==> config.mk <==
export PLATFORM = sky130hd
export DESIGN_NAME = alu
export DESIGN_NICKNAME = d
export VERILOG_FILES = /design/src/rtl/alu_pkg.sv /design/src/rtl/alu_shifter.sv /design/src/rtl/alu.sv
export SDC_FILE = /design/constraint.sdc
export NUM_CORES = 1
export LEC_CHECK = 0
export CORE_MARGIN = 4
export CORE_UTILIZATION = 30
export DETAILED_ROUTE_END_ITERATION = 10
export GPL_ROUTABILITY_DRIVEN = 1
export PLACE_DENSITY = 0.61
export SYNTH_ARGS = -nofsm -noshare
export SYNTH_HDL_FRONTEND = slang
export SYNTH_SLANG_ARGS = --single-unit
==> constraint.sdc <==
create_clock -name vclk -period 8.4
set_input_delay 1.68 -clock vclk [all_inputs]
set_output_delay 1.68 -clock vclk [all_outputs]
set_load 0.02 [all_outputs]
==> src/rtl/alu_pkg.sv <==
// Shared RV32I encodings for the ALU, imm_mux and core.
// Also holds the shift-direction select type used by alu_shifter.
package alu_pkg;

  typedef enum logic [6:0] {
    LOAD   = 7'b0000011,
    OP_IMM = 7'b0010011,
    AUIPC  = 7'b0010111,
    STORE  = 7'b0100011,
    OP     = 7'b0110011,
    LUI    = 7'b0110111,
    BRANCH = 7'b1100011,
    JALR   = 7'b1100111,
    JAL    = 7'b1101111,
    SYSTEM = 7'b1110011
  } opcode_e;

  typedef enum logic [2:0] {
    F3_ADD_SUB = 3'b000,
    F3_SLL     = 3'b001,
    F3_SLT     = 3'b010,
    F3_SLTU    = 3'b011,
    F3_XOR     = 3'b100,
    F3_SRL_SRA = 3'b101,
    F3_OR      = 3'b110,
    F3_AND     = 3'b111
  } alu_f3_e;

  typedef enum logic [2:0] {
    F3_BEQ  = 3'b000,
    F3_BNE  = 3'b001,
    F3_BLT  = 3'b100,
    F3_BGE  = 3'b101,
    F3_BLTU = 3'b110,
    F3_BGEU = 3'b111
  } br_f3_e;

  typedef enum logic [1:0] {
    SH_LL,
    SH_RL,
    SH_RA
  } shift_op_e;

endpackage

==> src/rtl/alu_shifter.sv <==
// 32-bit barrel shifter: left logical, right logical, right arithmetic.
module alu_shifter
  import alu_pkg::*;
(
  input  logic [31:0] data,
  input  logic [4:0]  shamt,
  input  shift_op_e   op,
  output logic [31:0] dout
);

  always_comb begin
    dout = data;
    case (op)
      SH_LL:   dout = data << shamt;
      SH_RL:   dout = data >> shamt;
      SH_RA:   dout = $signed(data) >>> shamt;
      default: dout = data;
    endcase
  end

endmodule

==> src/rtl/alu.sv <==
// RV32I integer ALU with branch-condition flag; optional registered output stage.
module alu
  import alu_pkg::*;
#(
  parameter int unsigned REG_OUT = 0
) (
  input  logic        clk,
  input  logic        resetn,
  input  logic [31:0] in_a,
  input  logic [31:0] in_b,
  input  logic [31:0] inst,
  output logic [31:0] result,
  output logic        take_b
);

  logic [6:0]  opcode;
  logic [2:0]  f3;
  logic        alt;
  logic [32:0] diff;
  logic [31:0] sum;
  logic        ltu;
  logic        lts;
  logic        eq;
  shift_op_e   sh_op;
  logic [31:0] sh_out;
  logic [31:0] res_c;
  logic        take_c;
  logic        unused_inst;

  assign opcode = inst[6:0];
  assign f3     = inst[14:12];
  assign alt    = inst[30];
  assign unused_inst = &{1'b0, inst[31], inst[29:15], inst[11:7]};

  // Single 33-bit subtract feeds SUB, SLT/SLTU and every branch compare.
  assign diff = {1'b0, in_a} - {1'b0, in_b};
  assign sum  = in_a + in_b;
  assign ltu  = diff[32];
  assign lts  = (in_a[31] != in_b[31]) ? in_a[31] : diff[32];
  assign eq   = (diff[31:0] == '0);

  assign sh_op = !f3[2] ? SH_LL : (alt ? SH_RA : SH_RL);

  alu_shifter u_shifter (
    .data  (in_a),
    .shamt (in_b[4:0]),
    .op    (sh_op),
    .dout  (sh_out)
  );

  always_comb begin
    res_c  = sum;
    take_c = 1'b0;
    if (opcode == OP || opcode == OP_IMM) begin
      case (f3)
        F3_ADD_SUB: res_c = (opcode == OP && alt) ? diff[31:0] : sum;
        F3_SLL:     res_c = sh_out;
        F3_SLT:     res_c = {31'b0, lts};
        F3_SLTU:    res_c = {31'b0, ltu};
        F3_XOR:     res_c = in_a ^ in_b;
        F3_SRL_SRA: res_c = sh_out;
        F3_OR:      res_c = in_a | in_b;
        F3_AND:     res_c = in_a & in_b;
        default:    res_c = sum;
      endcase
    end
    if (opcode == BRANCH) begin
      case (f3)
        F3_BEQ:  take_c = eq;
        F3_BNE:  take_c = !eq;
        F3_BLT:  take_c = lts;
        F3_BGE:  take_c = !lts;
        F3_BLTU: take_c = ltu;
        F3_BGEU: take_c = !ltu;
        default: take_c = 1'b0;
      endcase
    end
  end

  if (REG_OUT != 0) begin : g_reg
    always_ff @(posedge clk) begin
      if (!resetn) begin
        result <= '0;
        take_b <= 1'b0;
      end else begin
        result <= res_c;
        take_b <= take_c;
      end
    end
  end else begin : g_comb
    logic unused_clk;
    assign unused_clk = &{1'b0, clk, resetn};
    assign result = res_c;
    assign take_b = take_c;
  end

endmodule

==> results.yml, run 1 <==
synthesis:
  synth_top_cell_area_share: 0.129
  yosysWarnings: 0
  ys_types: 103
  postSynthAreaPerCell_um2: 6.67
  ys_seq_area_frac: 0
  syn-cell-area_um2: 9420
  syn_nets: 1609
  netlist_instances: 1412
  synth_top_area_cell: "ha_1"
  synthTopCellsByArea: "ha_1 (13%), mux2i_1 (8.4%), o21ai_0 (7.2%)"
grt:
  top_usage_layer: "met2"
  grt_max_degree: 84
  grt.overflow.total: 0
  grt_use_met2: 0.385
  use_met1: 0.330
  antenna_found_initial: 1
  grt_usage: 0.241
  grt_first_pass_wirelength_um: 65700
  use_met3: 0.0405
  grt_pass1_vias: 10759
finish:
  stdcell_count: 1873
  num_antenna_cells: 0
  n_clock_buffer: 0
  nNetsFinal: 1676
  fin_util: 0.358
  syn_to_final_growth_pct: 17.0
  design_area_um2: 11000
  regArea_um2: 0
  seq_cell_count: 0
  post_route_cells_drive_above_1_share: 0.104
critical_path:
  slowest_delay_ns: 0.85
  start_kind: "input port"
  worstPathMaxFanout: 16
  cp_common_cell: "nor4_1"
  end_kind: "output port"
  path_cells: "clkdlybuf4s50_1 -> inv_1 -> ha_1 -> nor4_1 -> o221ai_1 -> nor4_1 -> and4b_1 -> nand4b_1 -> nor4_1 -> nand4_1 -> mux2_2 -> nand2_1 -> clkdlybuf4s50_1"
  required_ns: 6.72
  crit_family: "simple AND/OR/NAND/NOR gates"
  cpMaxStageDelayCell: "nor4_1"
  path_buf_inv: 3
  path_class: "input port to output port"
  critPathArrivalTime_ns: 6.32
run_status:
  status: "finished, final reports clean"
power_and_ir_drop:
  leakage_nw: 4.60
  peakVddDrop_v: 0.0000440
  power_per_cell_area_nw_per_um2: 82.4
place:
  dp.cells: 1873
  dpl-instance-area_um2: 11000
  hpwl_um: 34300
  place_congestion: 1.02
  numPortBuffers: 108
sta:
  relSlewSlack: 0.218
  hold_viol_final: 0
  worst_pin_slew_ns: 1.16
  finalCritPeriodShare: 0.952
  fin_crit_ns: 8.00
  finalSetupViolCount: 0
  whs_ns: 4.48
  rsz0062_at_grt: "no"
  setup_tns_ns: 0
  maxSlewViolCount: 0
  clock.fmax_mhz: 125
hold_path:
  hold_class: "input port to output port"
  hold_end: "take_b"
  whs_path_depth: 5
  hp-start: "inst[12]"
drt:
  drc: 0
  dr.pass1.iters: 8
  routed_wl_um: 43700
  antenna_left: 0
  via_per_inst: 6.18
  wl_per_cell_um: 23.4
  drtIter0Drc: 1400
  vias: 11582
flow_run:
  cap_viol_max_count: 0
floorplan:
  rows: 64
  dieArea_um2: 34300
  initial_core_util: 0.306
  die_h_um: 185
  core-area_um2: 30700
  io_pins: 131
  die_w_um: 185
clock_tree:
  cts_hold_buf: 0
  ctsResizeCount: 0
  cts_setup_buffers: 0
-- cell usage after synthesis, types with 22 or more instances --
cell type  number
a21oi_1       122
o21ai_0       135
nor3_1         27
clkbuf_1       75
nor2_1        160
xnor2_1        33
mux2i_1        79
nand2b_1       22
nand2_1       131
mux4_2         26
ha_1           97
inv_1          93
-- where the power goes --
| part | internal, mW | leakage [nW] | switching [mW] |
|---|---|---|---|
| logic | 0.361 | 4.60 | 0.547 |
| registers | 0 | 0 | 0 |
| clock network | 0 | 0 | 0 |
-- worst max path at each step --
stage              from     end  slack [ns]  cells after the start
2_1_floorplan   in_b[2]  take_b        1.30                     17
3_5_place_dp    in_a[0]  take_b        0.47                     16
6_report       in_a[26]  take_b        0.40                     13
3_3_place_gp    in_a[0]  take_b        0.49                     16
5_1_grt        in_a[26]  take_b        0.17                     13
4_1_cts         in_a[0]  take_b        0.45                     16
-- logic make-up (layout without fill, tap and decap cells) --
family	count (synthesis)	count (layout)	share of synthesized area
simple gates	427	427	0.206
compound gates	519	519	0.377
buf+inv	214	279	0.0907
fa+ha+maj	99	99	0.133
xor+xnor	39	39	0.0363
mux	114	114	0.157
-- placed cells by master, fill, tap and decap left out, types with 6 or more instances in the layout --
master           count
xor2_1               6
mux4_2              26
o21a_1               6
buf_4               72
a22oi_1             14
nand3_1             16
nor2b_1              8
o31ai_1             21
clkdlybuf4s50_1    101
o22ai_1             16
a221oi_1            20
nand2b_1            22
ha_1                97
a211o_1              7
xnor2_1             33
nor4_1              17
inv_1               93
o211ai_1            21
a21oi_1            122
mux2i_1             79
nor2_1             160
a31oi_1             14
o221ai_1            10
nor3_1              27
mux2_2               8
o21ai_0            135
nand4_1              6
a21o_1              16
buf_2                6
o21bai_1             9
nand2_1            131
a211oi_1            17
a22o_1              15
and3_1               6
-- final cells by class --
class,count,area (um2)
fillers,3358,19700
inverters,100,377
multi-input cells,1198,8570
well taps,396,495
repair buffers,179,1580
-- routing by layer --
| layer | share of wire | up-vias | routed length, um |
|---|---|---|---|
| li1 | - | 5325 | - |
| met1 | 0.41 | 5495 | 18000 |
| met2 | 0.45 | 657 | 19600 |
| met3 | 0.10 | 103 | 4370 |
| met4 | 0.041 | 2 | 1820 |
| met5 | 0.00027 | - | 12 |
-- per-stage QoR --
stage                     worst slack, ns  total power, mW
after floorplan                      1.30            0.568
after global placement              0.490            0.880
after detailed placement            0.470            0.885
after CTS                           0.453            0.890
after global routing                0.169            0.971
final                               0.402            0.908
-- worst min-delay path: cells and delay by family --
kind / cells / cell delay [ns]
buffers and inverters: 2 / 0.83
muxes: 1 / 0.13
and+or+nand+nor: 2 / 0.16
Power figures use the tool's default switching activity.
==> run 2, diff against run 1 <==
--- a/config.mk
+++ b/config.mk
@@ -5,11 +5,12 @@
 export SDC_FILE = /design/constraint.sdc
 export NUM_CORES = 1
 export LEC_CHECK = 0
+export ABC_CLOCK_PERIOD_IN_PS = 8400
 export CORE_MARGIN = 4
-export CORE_UTILIZATION = 30
+export CORE_UTILIZATION = 59
 export DETAILED_ROUTE_END_ITERATION = 10
 export GPL_ROUTABILITY_DRIVEN = 1
-export PLACE_DENSITY = 0.61
+export PLACE_DENSITY = 0.95
 export SYNTH_ARGS = -nofsm -noshare
 export SYNTH_HDL_FRONTEND = slang
 export SYNTH_SLANG_ARGS = --single-unit
==> run 2 against run 1 <==
Cell count shrank 11%. Combinational power down 1%. Global-route usage up 17 points. Worst setup slack got worse by 0.19 ns. Power shrank 1.3%. Sequential share of layout area unchanged. Die area decreased by 47%. Flip-flop and latch count stayed put. Wire length down 11%. Design area decreased by 3.1%.
==> results.yml, run 2 (synthesized netlist as in run 1, its figures left out) <==
run_status:
  status: "finished, final reports clean"
finish:
  regArea_um2: 0
  syn_to_final_growth_pct: 13.4
  post_route_cells_drive_above_1_share: 0.0944
  nNetsFinal: 1661
  mostFrequentLayoutCell: "nor2_1"
  stdcell_count: 1673
  layout_common_cells: "nor2_1 (160), o21ai_0 (135), nand2_1 (131)"
  n_clock_buffer: 0
  seq_cell_count: 0
  design_area_um2: 10700
  num_antenna_cells: 0
power_and_ir_drop:
  leakage_nw: 4.53
  p_int_mw: 0.354
  pwr-share-clk: 0
  switchingPower_mw: 0.542
  peakVddDrop_v: 0.0000719
  power_frac_comb: 1.000
  power_frac_seq: 0
  swShare: 0.605
  power_mw: 0.896
  power_per_cell_area_nw_per_um2: 83.9
sta:
  relSlewSlack: 0.235
  setup_tns_ns: 0
  finalCritPeriodShare: 0.975
  whs_ns: 4.48
  fin_crit_ns: 8.19
  clock.fmax_mhz: 122
  hold_viol_final: 0
  maxSlewViolCount: 0
  rsz0062_at_grt: "no"
  worst_pin_slew_ns: 1.14
  finalSetupViolCount: 0
critical_path:
  critPathArrivalTime_ns: 6.51
  worstPathMaxFanout: 13
  required_ns: 6.72
  path_class: "input port to output port"
  end_kind: "output port"
  start_kind: "input port"
  crit_start: "in_a[25]"
floorplan:
  rows: 45
  core-area_um2: 15400
  die_h_um: 134
  die_w_um: 134
  dieArea_um2: 18100
  io_pins: 131
  initial_core_util: 0.611
place:
  numPortBuffers: 108
  dpl-instance-area_um2: 10700
  hpwl_um: 29900
  dp.cells: 1673
  place_congestion: 1.08
drt:
  antenna_left: 0
  vias: 11969
  wl_per_cell_um: 23.4
  drc: 0
  drtIter0Drc: 2258
  routed_wl_um: 39100
  via_per_inst: 7.15
  dr.pass1.iters: 6
flow_run:
  cap_viol_max_count: 0
hold_path:
  hp-start: "in_b[1]"
  hold_class: "input port to output port"
clock_tree:
  cts_setup_buffers: 0
  ctsResizeCount: 0
  cts_hold_buf: 0
grt:
  grt.overflow.total: 0
  antenna_found_initial: 0
  grt_pass1_vias: 10719
  grt_max_degree: 84
  grt_first_pass_wirelength_um: 59500
  grt_usage: 0.406
run 2: changes by cell type in the layout (fill, tap and decap cells not counted):
cell,change
clkdlybuf4s50_1,+1
buf_4,-15
buf_2,-1
run 2: critical path, stage by stage:
cell             delay (ns)
clkdlybuf4s50_1        0.58
inv_1                  0.08
ha_1                   0.50
nor4_1                 0.95
o221ai_1               0.31
nor4_1                 0.32
and4b_1                0.23
nand4b_1               0.13
nor4_1                 0.48
nand4_1                0.26
mux2_2                 0.33
nand2_1                0.06
clkdlybuf4s50_1        0.59
run 2: area by class of cell:
type                       count  area, um2
timing repair buffer         164       1470
inverter                     100        377
multi-input combinational   1198       8570
tap                          211        264
fill                        1409       4740
run 2: routing by layer:
metal,part of all wire,vias to the layer above,GRT usage
li1,-,5305,-
met3,0.15,208,0.105
met2,0.42,1027,0.619
met5,0,-,0
met4,0.056,0,0.159
met1,0.37,5429,0.548
run 2: power groups by stage:
| stage | clock network, mW | registers [mW] | logic, mW |
|---|---|---|---|
| after global routing | 0 | 0 | 0.947 |
| after floorplan | 0 | 0 | 0.568 |
| after CTS | 0 | 0 | 0.864 |
| final | 0 | 0 | 0.896 |
| after global placement | 0 | 0 | 0.848 |
| after detailed placement | 0 | 0 | 0.859 |
run 2: path summary, 6_finish.rpt:
| check | slack [ns] | cells after the start | end |
|---|---|---|---|
| worst max-delay path | 0.21 | 13 | take_b |
| worst min-delay path | 4.48 | 5 | result[1] |
run 2: metrics by stage:
step	worst slack, ns	util
2_1_floorplan	1.30	-
3_3_place_gp	0.529	0.692
3_5_place_dp	0.475	0.692
4_1_cts	0.439	0.692
5_1_grt	0.207	0.692
6_report	0.208	0.692
